**src/rtl/alu_wb_regs.sv**
```systemverilog
// rtl/alu_wb_regs.sv - writeback register, 16-entry register file with bypass reads, zero flag
module alu_wb_regs #(
   parameter int WIDTH = 8,
   parameter int NREG  = 16,
   localparam int AW   = $clog2(NREG)
) (
   input  logic             clk,
   input  logic             reset,
   input  logic             ex_valid,
   input  logic             ex_we,
   input  logic             ex_flag_we,
   input  logic [AW-1:0]    ex_wa,
   input  logic [WIDTH-1:0] y,
   input  logic             zero,
   input  logic [AW-1:0]    ra1,
   input  logic [AW-1:0]    ra2,
   output logic [WIDTH-1:0] rd1,
   output logic [WIDTH-1:0] rd2,
   output logic             zflag,
   output logic             wb_pending
);

   logic [WIDTH-1:0] regs_q [NREG];
   logic [WIDTH-1:0] regs_d [NREG];
   logic             wb_valid_q, wb_valid_d;
   logic [AW-1:0]    wb_wa_q, wb_wa_d;
   logic [WIDTH-1:0] wb_data_q, wb_data_d;
   logic             zflag_q, zflag_d;

   // Next state: commit the held write, capture the new one (R0 writes dropped), update flag
   always_comb begin
      regs_d = regs_q;
      if (wb_valid_q) begin
         regs_d[wb_wa_q] = wb_data_q;
      end
      regs_d[0]  = '0;
      wb_valid_d = ex_valid & ex_we & (ex_wa != '0);
      wb_wa_d    = ex_wa;
      wb_data_d  = y;
      zflag_d    = (ex_valid & ex_flag_we) ? zero : zflag_q;
   end

   // State registers; reset discards any pending write rather than committing it
   always_ff @(posedge clk or posedge reset) begin
      if (reset) begin
         for (int i = 0; i < NREG; i++) begin
            regs_q[i] <= '0;
         end
         wb_valid_q <= 1'b0;
         wb_wa_q    <= '0;
         wb_data_q  <= '0;
         zflag_q    <= 1'b0;
      end else begin
         for (int i = 0; i < NREG; i++) begin
            regs_q[i] <= regs_d[i];
         end
         wb_valid_q <= wb_valid_d;
         wb_wa_q    <= wb_wa_d;
         wb_data_q  <= wb_data_d;
         zflag_q    <= zflag_d;
      end
   end

   // Read ports: R0 is zero, then the not-yet-committed write, then the array
   always_comb begin
      rd1 = '0;
      rd2 = '0;
      if (ra1 == '0) begin
         rd1 = '0;
      end else if (wb_valid_q && (wb_wa_q == ra1)) begin
         rd1 = wb_data_q;
      end else begin
         rd1 = regs_q[ra1];
      end
      if (ra2 == '0) begin
         rd2 = '0;
      end else if (wb_valid_q && (wb_wa_q == ra2)) begin
         rd2 = wb_data_q;
      end else begin
         rd2 = regs_q[ra2];
      end
   end

   assign zflag      = zflag_q;
   assign wb_pending = wb_valid_q;

endmodule

```
**config.mk**
```make
export PLATFORM = sky130hd
export DESIGN_NAME = alu_wb_regs
export DESIGN_NICKNAME = d
export VERILOG_FILES = /design/src/rtl/alu_wb_regs.sv
export SDC_FILE = /design/constraint.sdc
export NUM_CORES = 1
export LEC_CHECK = 0
export ABC_AREA = 1
export CORE_MARGIN = 3
export CORE_UTILIZATION = 38
export CTS_CLUSTER_SIZE = 12
export DETAILED_ROUTE_END_ITERATION = 10
export PLACE_DENSITY_LB_ADDON = 0.1
export REMOVE_ABC_BUFFERS = 1
export SYNTH_ARGS = -nofsm -noshare
export SYNTH_HDL_FRONTEND = slang
export SYNTH_SLANG_ARGS = --single-unit
```
**constraint.sdc**
```tcl
create_clock -name clk -period 9 [get_ports clk]
set_input_delay 2.7 -clock clk [delete_from_list [all_inputs] [get_ports clk]]
set_output_delay 2.7 -clock clk [all_outputs]
set_load 0.1 [all_outputs]
```
; Word-level counts from Yosys, hierarchy flattened
; Cells that the tools add are included.
[totals]
reg_bits = 134
input_bits = 26
out_inout_bits = 18
elab_cells = 50
[classes]
magnitude_cmp = 4
eq_ne = 2
muxes = 13
bitwise = 6
reduce_logical = 6
[ops]
columns = op, count
row1 = 128-bit bitwise mux, 1
row2 = 8-bit two-way mux, 9
row3 = 8-bit binary-select mux with 4-bit select, 2
row4 = 8-bit demux with 4-bit select, 1
row5 = "5-bit greater-or-equal comparator, second input constant", 3
row6 = 4-bit NOT with 5-bit output, 3
row7 = 4-bit equality test, 2
row8 = 4-bit logical NOT, 2
row9 = "5-bit by 1-bit less-than comparator with 1-bit output, second input constant", 1
row10 = 4-bit nonzero test, 1
row11 = 1-bit AND, 3
row12 = 1-bit logical AND, 3

; Longest topological paths before layout
[logic_depth]
word_depth = 6
mapped_depth = 10
ltp_nobuf = 9

; Worst setup path after synthesis
; No wires, ideal clock.
[synth_path]
kind = input -> output
startpoint = input port ra1[1]
endpoint = output port rd1[1]
arrival_ns = 4.821
required_ns = 6.300
setup_slack_ns = 1.479
cell_stages = 10
n_path_buf = 2
path_cell_list = buf_2 > inv_2 > nand2_1 > nand2_1 > nor2_1 > nand3_2 > buf_2 > nand3_1 > nor2_1 > nor2_1
[synth_via]
elab_chain_cells = 6
word_cells_on_any_way = 9
classes_between = eq/ne (1) / mux (5) / bitwise (1) / reduce/logical (2)
[synth_rtl]
columns = element, line_no
row1 = from (decl), 15  ; input logic [AW-1:0] ra1,
row2 = 4-bit NOT with 5-bit output (implied by the code), 73  ; rd1 = regs_q[ra1];
row3 = 8-bit binary-select mux with 4-bit select, 73
row4 = 8-bit two-way mux (implied by the code) (2 in a row), 73
row5 = 8-bit two-way mux, 70  ; end else if (wb_valid_q && (wb_wa_q == ra1)) begin
row6 = 8-bit two-way mux *, 68  ; if (ra1 == '0) begin
row7 = to (decl), 17  ; output logic [WIDTH-1:0] rd1,
; Mark *: on every way between the ends. The rest lies on a longest branch, timed or not. The select of a mux whose other input is x is not followed.

; Worst setup path in the final report
[layout_path]
startpoint = input port ra2[3]
endpoint = output port rd2[2]
[layout_via]
elab_chain_cells = 6
word_cells_on_any_way = 9
classes_between = eq/ne (1) / mux (5) / bitwise (1) / reduce/logical (2)
[layout_rtl]
columns = element, line_no
row1 = from (decl), 16  ; input logic [AW-1:0] ra2,
row2 = 4-bit NOT with 5-bit output (implied by the code), 80  ; rd2 = regs_q[ra2];
row3 = 8-bit binary-select mux with 4-bit select, 80
row4 = 8-bit two-way mux (implied by the code) (2 in a row), 80
row5 = 8-bit two-way mux, 77  ; end else if (wb_valid_q && (wb_wa_q == ra2)) begin
row6 = 8-bit two-way mux *, 75  ; if (ra2 == '0) begin
row7 = to (decl), 18  ; output logic [WIDTH-1:0] rd2,
; Marks and branches as above.

==> impl_metrics.tcl <==
set metrics [dict create \
    status "complete, no violations" \
    synth_edf_count 0 \
    hold_slack_ps 487.3 \
    crit_end "rd2[2]" \
    setup_tns_ps 0 \
    synthMuxAreaShare_pct 0 \
    synth.avg_cell_area_um2 6.693 \
    synthAdderAreaFrac_pct 0 \
    worstSetupPathType "in2out" \
    finalCritPeriodShare_pct 89.89 \
    antenna_left 0 \
    diodes 0 \
    startpoint "ra2[3]" \
    route.detailed.wl_per_inst_um 18.35 \
    die_h_um 148.0 \
    coreArea_mm2 0.01965 \
    drive_above_1_share_pct 7.332 \
    root_buffer "clkbuf_16" \
    dp_slack_ps 987.1 \
    grt_max_degree 80 \
    die_area_mm2 0.02191 \
    grt_pass1_vias 6994 \
    cts_resized 0 \
    postSynthCellCount 1145 \
    layout_setup_ws_ps 909.7 \
    synth_seq_area_share_pct 43.76 \
    reg2regPathDepth 4 \
    ys_seq_elements 134 \
    clk_latency_ps 430 \
    final_nets 1186 \
    synth_warnings 0 \
    clock_skew_ps 12.16 \
    drt_iter0_drc 781 \
    power_leakage_nw 4.489 \
    synth_flop_cell "dfrtp_1" \
    max_cap_violations 0 \
    grt_antenna_before_repair 0 \
    powerDensity_mw_per_mm2 221.1 \
    synthSimpleGateAreaFrac_pct 36.78 \
    grt.total_usage_pct 24.51 \
    post_cts_buffers 0 \
    rrSetupSlack_ps 7040 \
    slew_viol_final 0 \
    grt_pass1_wl_um 41250 \
    fmax_mhz 123.6 \
    vias_per_cell 5.202 \
    drt_wl_total_um 26390 \
    yosysTopAreaCellShare_pct 43.76 \
    hpwl_um 17490 \
    slew-limit-headroom_pct 35.35 \
    synth_top_family_by_area "simple AND/OR/NAND/NOR gates" \
    rsz0062_at_grt "no" \
    initial_utilization_pct 38.99 \
    overflow 0 \
    ys_types 22 \
    critPathArrivalTime_ps 5390 \
    drc_errors 0 \
    cts_tree "yes" \
    synth_compound_area_share_pct 11.12 \
    period_needed_ps 8090 \
    synth.cell_area_mm2 0.007664 \
    cp.required_ps 6300 \
    reg2reg_to "regs_q[106]$_DFFE_PP0P_" \
    hold_viol_final 0 \
    cts.sinks 134 \
    io_pins 44 \
    cts_buffer_depth 2 \
    numCtsBuffers 17 \
    place_congestion 0.9091 \
    worst_pin_slew_ps 966.7 \
    fillers 2061 \
    synthTopCellsByArea "dfrtp_1, nand2_1, o21ai_0" \
    die_x_um 148.0 \
    start_kind "input pin" \
    setup_viol 0 \
    area_growth_pct 17.50 \
    crit_path_end_kind "output pin" \
    hp-class "reg2reg" \
    yosys-top-cells-count "nand2_1, o21ai_0, dfrtp_1" \
    yosysTopAreaCell "dfrtp_1" \
    htree_levels 4 \
    rr_startpoint "wb_wa_q[1]$_DFF_PP0_" \
    synth_most_common_cell "nand2_1" \
    synthXorXnorAreaFrac_pct 0.2286 \
    drtPass1Iterations 8 \
    row_count 51 \
    peakVddDrop_v 0.0001172 \
    clk_pin_slew_ps 60 \
    hold_buffers 0 \
    portBuffers 43 \
    worst-path-max-fanout 11 \
    synthArstFlopShare_pct 100.0 \
    vias 7481 \
]
how the worst min path moves through the flow:
stage	start	end	slack, ps	depth (start not counted)
floorplan	regs_q[0]$_DFFE_PP0P_	regs_q[0]$_DFFE_PP0P_	450	2
finish	regs_q[104]$_DFFE_PP0P_	regs_q[104]$_DFFE_PP0P_	490	2
CTS	regs_q[105]$_DFFE_PP0P_	regs_q[105]$_DFFE_PP0P_	490	2
detailed placement	regs_q[105]$_DFFE_PP0P_	regs_q[105]$_DFFE_PP0P_	470	2
global placement	regs_q[105]$_DFFE_PP0P_	regs_q[105]$_DFFE_PP0P_	470	2
global route	regs_q[6]$_DFFE_PP0P_	regs_q[6]$_DFFE_PP0P_	500	2
worst max-delay path: stages:
cell and delay (ps):
clkdlybuf4s50_1 770, nor2_1 850, nand2_1 500, o21ai_0 220, nor2_1 150, buf_12 190
metrics by stage:
stage / cells / instance area [um2] / power (mW) / utilization, %
final: 1438 / 9005 / 1.991 / 45.82
after global routing: 1438 / 9005 / 2.096 / 45.82
after CTS: 1438 / 9005 / 1.998 / 45.82
after detailed placement: 1406 / 8387 / 1.260 / 42.67
after global placement: 1406 / 8387 / 1.257 / 42.67
after floorplan: 1083 / 7357 / 1.084 / -
routing by layer:
layer	wire length, um	share of wire, %	GRT usage, %
met3	1559	5.9	4.414
met1	11990	45	34.57
met4	589	2.2	8.545
met2	12250	46	38.09
met5	0	0	0
placed cells by master (no fill, tap or decap):
| cell type | count |
|---|---|
| clkinv_2 | 3 |
| nand3_2 | 2 |
| inv_2 | 7 |
| xnor2_1 | 2 |
| nor3_4 | 4 |
| clkdlybuf4s50_1 | 25 |
| nor4_1 | 1 |
| nor2_4 | 1 |
| bufinv_16 | 3 |
| nand2_1 | 492 |
| buf_2 | 2 |
| nor2_1 | 87 |
| o21ai_0 | 144 |
| clkinvlp_4 | 5 |
| a21oi_1 | 25 |
| clkbuf_8 | 3 |
| clkbuf_16 | 17 |
| inv_6 | 1 |
| clkinv_1 | 2 |
| nand2_4 | 1 |
| a31oi_1 | 1 |
| clkinv_4 | 1 |
| buf_4 | 15 |
| nor2_2 | 5 |
| nand3_1 | 100 |
| dfrtp_1 | 134 |
| inv_1 | 74 |
| buf_12 | 16 |
logic make-up (layout without fill, tap and decap cells):
group | after synthesis | count (layout)
buffers and inverters | 146 | 174
XOR/XNOR | 2 | 2
flip-flops | 134 | 134
AO/OA/AOI/OAI | 170 | 170
AND/OR/NAND/NOR | 693 | 693
sequential cells by signal, indices dropped and copies added, names as in the netlist:
name and cells:
wb_pending 1, zflag 1, wb_data_q 8, regs_q 120, wb_wa_q 4
power breakdown:
group / internal (mW) / switching (mW)
combinational: 0.158 / 0.313
clock: 0.456 / 0.279
sequential: 0.707 / 0.0765
total: 1.32 / 0.669
area by class of cell:
type / instances / area (um2) / area share (%)
well taps: 265 / 331.6 / 3.682
flip-flops and latches: 134 / 3353 / 37.24
clock buffers: 20 / 466.7 / 5.183
inverters: 84 / 320.3 / 3.557
clock inverters: 12 / 151.4 / 1.681
repair buffers: 58 / 693.2 / 7.698
multi-input cells: 865 / 3689 / 40.96
Note: power is estimated with default switching activity, not from simulation.
